--- src/rtl/fila_requisicoes.sv ---
// fila_requisicoes: request FIFO and sequencer in front of the 2-way cache.
// Requests are captured on the rising edge of the enter button, buffered, and
// presented to the cache one at a time. Each one is held for HOLD_CYCLES
// cycles after issue so that a miss fill and any writeback can finish. The
// cache hit/writeback outputs are sampled to keep per-run statistics.
module fila_requisicoes #(
    parameter int DEPTH       = 4,
    parameter int HOLD_CYCLES = 4
) (
    input  logic                     clock,
    input  logic                     reset,
    input  logic                     enter,
    input  logic [2:0]               tag_in,
    input  logic [1:0]               indice_in,
    input  logic [2:0]               data_in,
    input  logic                     read_write_in,
    input  logic                     hit_miss,
    input  logic                     writeback,
    output logic [2:0]               tag,
    output logic [1:0]               indice,
    output logic [2:0]               data_out,
    output logic                     read_write,
    output logic                     busy,
    output logic                     empty,
    output logic                     full,
    output logic                     overflow,
    output logic [$clog2(DEPTH):0]   count,
    output logic                     last_hit,
    output logic [7:0]               hits,
    output logic [7:0]               misses,
    output logic [7:0]               writebacks
);

    localparam int PW = $clog2(DEPTH);
    localparam int CW = PW + 1;
    localparam int TW = $clog2(HOLD_CYCLES);
    localparam logic [TW-1:0] TIMER_LOAD = TW'(HOLD_CYCLES - 1);

    typedef struct packed {
        logic [2:0] tag;
        logic [1:0] indice;
        logic [2:0] data;
        logic       rw;
    } req_t;

    typedef enum logic [1:0] {
        IDLE   = 2'd0,
        ISSUE  = 2'd1,
        HOLD   = 2'd2,
        SAMPLE = 2'd3
    } state_t;

    state_t          state, next_state;
    req_t            mem [DEPTH];
    req_t            entry;
    req_t            head;
    logic [PW-1:0]   wr_ptr, rd_ptr;
    logic            enter_d;
    logic            push, push_ok, pop;
    logic            hold_done;
    logic            hold_first;
    logic [TW-1:0]   timer;
    logic            first_hit;
    logic            wb_seen;

    // Saturating 8-bit increment for the display counters.
    function automatic logic [7:0] sat_inc(input logic [7:0] v);
        return (v == 8'hFF) ? v : v + 8'd1;
    endfunction

    assign entry      = '{tag: tag_in, indice: indice_in, data: data_in, rw: read_write_in};
    assign head       = mem[rd_ptr];
    assign push       = enter & ~enter_d;
    // A push into a full queue is dropped even if a pop frees a slot this cycle.
    assign push_ok    = push & ~full;
    assign empty      = (count == '0);
    assign full       = (count == CW'(DEPTH));
    assign busy       = (state != IDLE);
    assign hold_done  = (state == HOLD) && (timer == '0);
    assign hold_first = (state == HOLD) && (timer == TIMER_LOAD);

    // Button edge detector: one push per 0->1 transition of enter.
    always_ff @(posedge clock) begin
        if (reset) enter_d <= 1'b0;
        else       enter_d <= enter;
    end

    // Queue storage; contents need no reset since count gates every read.
    always_ff @(posedge clock) begin
        if (push_ok) mem[wr_ptr] <= entry;
    end

    // Queue pointers and occupancy; overflow is sticky until reset.
    always_ff @(posedge clock) begin
        if (reset) begin
            wr_ptr   <= '0;
            rd_ptr   <= '0;
            count    <= '0;
            overflow <= 1'b0;
        end else begin
            if (push_ok) wr_ptr <= wr_ptr + PW'(1);
            if (pop)     rd_ptr <= rd_ptr + PW'(1);
            unique case ({push_ok, pop})
                2'b10:   count <= count + CW'(1);
                2'b01:   count <= count - CW'(1);
                default: count <= count;
            endcase
            if (push && full) overflow <= 1'b1;
        end
    end

    // Sequencer state register.
    always_ff @(posedge clock) begin
        if (reset) state <= IDLE;
        else       state <= next_state;
    end

    // Sequencer next state; the head is popped only from IDLE.
    always_comb begin
        next_state = state;
        pop        = 1'b0;
        unique case (state)
            IDLE: begin
                if (!empty) begin
                    pop        = 1'b1;
                    next_state = ISSUE;
                end
            end
            ISSUE:   next_state = HOLD;
            HOLD:    if (timer == '0) next_state = SAMPLE;
            SAMPLE:  next_state = IDLE;
            default: next_state = IDLE;
        endcase
    end

    // Request outputs to the cache: fields load on pop, read_write drops on
    // entry to SAMPLE so it is a single clean pulse per write.
    always_ff @(posedge clock) begin
        if (reset) begin
            tag        <= '0;
            indice     <= '0;
            data_out   <= '0;
            read_write <= 1'b0;
        end else if (pop) begin
            tag        <= head.tag;
            indice     <= head.indice;
            data_out   <= head.data;
            read_write <= head.rw;
        end else if (hold_done) begin
            read_write <= 1'b0;
        end
    end

    // Hold timer plus hit/writeback capture while the cache works.
    always_ff @(posedge clock) begin
        if (reset) begin
            timer     <= '0;
            first_hit <= 1'b0;
            wb_seen   <= 1'b0;
        end else if (state == ISSUE) begin
            timer   <= TIMER_LOAD;
            wb_seen <= 1'b0;
        end else if (state == HOLD) begin
            timer <= timer - TW'(1);
            if (hold_first) first_hit <= hit_miss;
            if (writeback)  wb_seen   <= 1'b1;
        end
    end

    // Per-run statistics, updated once per completed request in SAMPLE.
    always_ff @(posedge clock) begin
        if (reset) begin
            last_hit   <= 1'b0;
            hits       <= '0;
            misses     <= '0;
            writebacks <= '0;
        end else if (state == SAMPLE) begin
            last_hit <= first_hit;
            if (first_hit) hits   <= sat_inc(hits);
            else           misses <= sat_inc(misses);
            if (wb_seen)   writebacks <= sat_inc(writebacks);
        end
    end

endmodule

--- config.mk ---
export PLATFORM = sky130hd
export DESIGN_NAME = fila_requisicoes
export DESIGN_NICKNAME = d
export VERILOG_FILES = /design/src/rtl/fila_requisicoes.sv
export SDC_FILE = /design/constraint.sdc
export NUM_CORES = 1
export LEC_CHECK = 0
export CELL_PAD_IN_SITES_DETAIL_PLACEMENT = 0
export CELL_PAD_IN_SITES_GLOBAL_PLACEMENT = 2
export CORE_ASPECT_RATIO = 0.75
export CORE_MARGIN = 2
export CORE_UTILIZATION = 30
export DETAILED_ROUTE_END_ITERATION = 8
export PLACE_DENSITY = 0.71
export REMOVE_ABC_BUFFERS = 1
export SETUP_SLACK_MARGIN = 0.15
export SLEW_MARGIN = 10
export SYNTH_ARGS = -nofsm -noshare
export SYNTH_HDL_FRONTEND = slang
export SYNTH_SLANG_ARGS = --single-unit
--- constraint.sdc ---
create_clock -name clock -period 2.45 [get_ports clock]
set_input_delay 0.49 -clock clock [delete_from_list [all_inputs] [get_ports clock]]
set_output_delay 0.49 -clock clock [all_outputs]
set_load 0.02 [all_outputs]
==> results.py <==
metrics = {
    "outcome": {
        "status": "completed",
    },
    "yosys": {
        "syn_inst": 314,
        "synthArstFlopShare": 0,
        "yosys_warnings": 0,
        "syn_area_mm2": 0.003630,
        "syn_area_per_cell_um2": 11.56,
        "ys_ff_latch": 87,
        "synth-edff-count": 36,
        "synth_ff_type": "dfxtp_1",
        "yosysUniqueCellTypes": 43,
        "ys_seq_area_frac": 0.5791,
    },
    "sta": {
        "max_slew_margin": 0.5514,
        "clock_skew_ps": 6.290,
        "finalHoldViolCount": 0,
        "period_needed_ps": 2134,
        "setup_tns_ps": 0,
        "rsz0062_at_grt": "no",
        "fmaxAchievable_ghz": 0.4685,
        "worst_pin_slew_ps": 672.0,
        "slew_viol_final": 0,
        "period_share": 0.8712,
        "finalSetupViolations": 0,
    },
    "cts": {
        "clock_sinks": 87,
        "htree_levels": 3,
        "clkTransAtPathRegs_ps": 60,
        "cts_tree": "done",
        "clock-root-buffer": "clkbuf_16",
        "clk_path_buf_depth": 2,
        "cts_inserted_buffers": 9,
        "cts_hold_buf": 0,
        "clk_latency_ps": 330,
    },
    "route": {
        "ant_nets": 0,
        "drt_iter0_markers": 117,
        "avgRoutedWirePerCell_um": 13.64,
        "routed_via_density": 4.541,
        "drt-pass1-iter-count": 4,
        "wl_um": 7460,
        "drc_errors": 0,
        "num_vias": 2484,
    },
    "place": {
        "port_buffers": 54,
        "gp_congestion": 0.6948,
        "hpwl_um": 5215,
    },
    "final_layout": {
        "nets": 410,
        "drive_gt1_frac": 0.1143,
        "syn_to_final_growth_pct": 29.27,
        "diodes": 0,
        "postLayoutCoreUtil": 0.4011,
    },
    "power": {
        "fin_total_pwr_uw": 4549,
        "pwr_density_cell_mw_per_mm2": 969.6,
        "pwr-share-clk": 0.276,
        "power_switching_uw": 1451,
        "internal_power_uw": 3098,
        "power_frac_comb": 0.307,
        "p_sw_frac": 0.3190,
        "sequentialPowerShare": 0.417,
        "p_leak_uw": 0.001683,
        "ir_drop_mv": 0.5570,
    },
    "die": {
        "rows": 34,
        "die_x_um": 131.0,
        "num_io_pins": 55,
        "chipHeight_um": 99.26,
        "core_region_area_mm2": 0.01170,
        "dieArea_mm2": 0.01300,
        "initial_utilization": 0.3103,
    },
    "global_routing": {
        "grt_pass1_wl_um": 12540,
        "grt-ovfl-total": 0,
        "grt_max_degree": 29,
        "track_usage": 0.1258,
        "antenna_found_initial": 0,
        "grt_pass1_vias": 2486,
    },
    "critical_path": {
        "crit_fanout": 5,
        "required_ps": 1960,
        "cp-start-kind": "register",
        "critPathArrivalTime_ps": 1640,
        "criticalPathCategory": "reg -> out",
        "endpoint_kind": "output port",
    },
    "hold_path": {
        "hp-class": "reg -> reg",
    },
    "run": {
        "drv_cap": 0,
    },
}
repair_timing:
action                     in CTS  in global routing
setup endpoints to repair       0                  2
setup buffers                   0                  0
resized for setup               0                  3
critical path, cell delays in order (launching register included):
cell and delay, ps:
dfxtp_1 360, nor3b_1 210, buf_4 150, clkdlybuf4s50_1 590
metal layers:
metal / routed length (um) / GRT usage / part of all wire
met4: 101 / 0.04173 / 0.014
met1: 3689 / 0.1695 / 0.49
met3: 355 / 0.03712 / 0.048
met5: 0 / 0 / 0
met2: 3313 / 0.1945 / 0.44
sequential cells by signal, indices dropped and copies added, names as in the netlist, 3 cells and up, named ones only:
name	cells
data_out	3
hits	8
mem	36
writebacks	8
count	3
tag	3
misses	8
cells by family after synthesis:
logic type               Yosys count  share of synthesized area
AND/OR/NAND/NOR                  109                     0.1513
flip-flops                        87                     0.5791
AO/OA/AOI/OAI                     45                    0.07204
buffers and inverters             26                    0.02792
multiplexers                      18                    0.08101
adder cells (fa/ha/maj)           16                    0.05722
XOR/XNOR                          13                    0.03137
synth_stat cells, types with 2 or more instances:
library cell | instances | area, um^2
a311oi_1 | 2 | 17.52
and4b_1 | 2 | 20.02
and2_1 | 5 | 31.28
or3_1 | 4 | 25.02
o21ai_0 | 6 | 30.03
mux2i_1 | 8 | 80.08
nor2_1 | 32 | 120.1
nor2b_1 | 6 | 37.54
a21oi_1 | 23 | 115.1
xor2_1 | 10 | 87.58
buf_2 | 3 | 15.01
nand3_1 | 8 | 40.04
a31oi_1 | 2 | 12.51
mux4_2 | 9 | 202.7
edfxtp_1 | 36 | 1081
or4_1 | 3 | 22.52
nand4_1 | 4 | 25.02
o31ai_1 | 2 | 15.01
ha_1 | 15 | 187.7
clkbuf_1 | 5 | 18.77
xnor2_1 | 3 | 26.28
inv_1 | 15 | 56.30
nor3_1 | 3 | 15.01
nand2b_1 | 2 | 12.51
o21ai_1 | 2 | 10.01
dfxtp_1 | 51 | 1021
a211oi_1 | 2 | 15.01
buf_1 | 2 | 7.510
o211ai_1 | 4 | 30.03
nand2_1 | 28 | 105.1
and3_1 | 5 | 31.28
cell type report:
class | count | area [um^2]
clock buffer | 11 | 242.7
clock inverter | 5 | 33.78
fill | 1144 | 7007
inverter | 16 | 60.06
multi-input combinational | 201 | 1429
sequential | 87 | 2103
tap | 162 | 202.7
timing repair buffer | 65 | 620.6
path summary, 6_finish.rpt:
path / slack, ps / depth (start not counted) / startpoint / to
min reg2reg: 450 / 2 / indice[0] / indice[0]
min: 450 / 2 / indice[0] / indice[0]
max: 320 / 3 / count[0] / full
max reg2reg: 340 / 10 / state[0] / count[2]
through the flow:
stage               instance area, um^2  setup slack (ps)  instances  hold WS [ps]
finish                             4692             315.7        547         454.7
global route                       4692             158.9        547         483.5
CTS                                4686             166.6        547         459.1
detailed placement                 4409             30.75        531         451.3
global placement                   4409             68.86        531         446.3
floorplan                          3588            -241.6        304         468.9
placed cells by master, fill, tap and decap left out, drive strengths merged, types with 3 or more instances in the layout:
cell type      count
clkbuf            11
nand4              4
mux2i              8
nand3              9
nor3               4
o21ai              8
o211ai             4
clkdlybuf4s50     52
and2               7
or3                4
ha                15
clkinv             4
and3               5
nor2b              6
xor2              10
xnor2              3
a21oi             23
nor2              32
mux4               9
buf               12
edfxtp            36
or4                3
dfxtp             51
nand2             28
inv               16
power by group through the flow:
stage / sequential [uW] / combinational (uW) / clock (uW)
floorplan: 1990 / 751 / 0
global placement: 1920 / 1400 / 0
detailed placement: 1930 / 1420 / 0
CTS: 1900 / 1430 / 1310
global route: 1940 / 1570 / 1370
finish: 1900 / 1400 / 1250
Power figures use the tool's default switching activity.
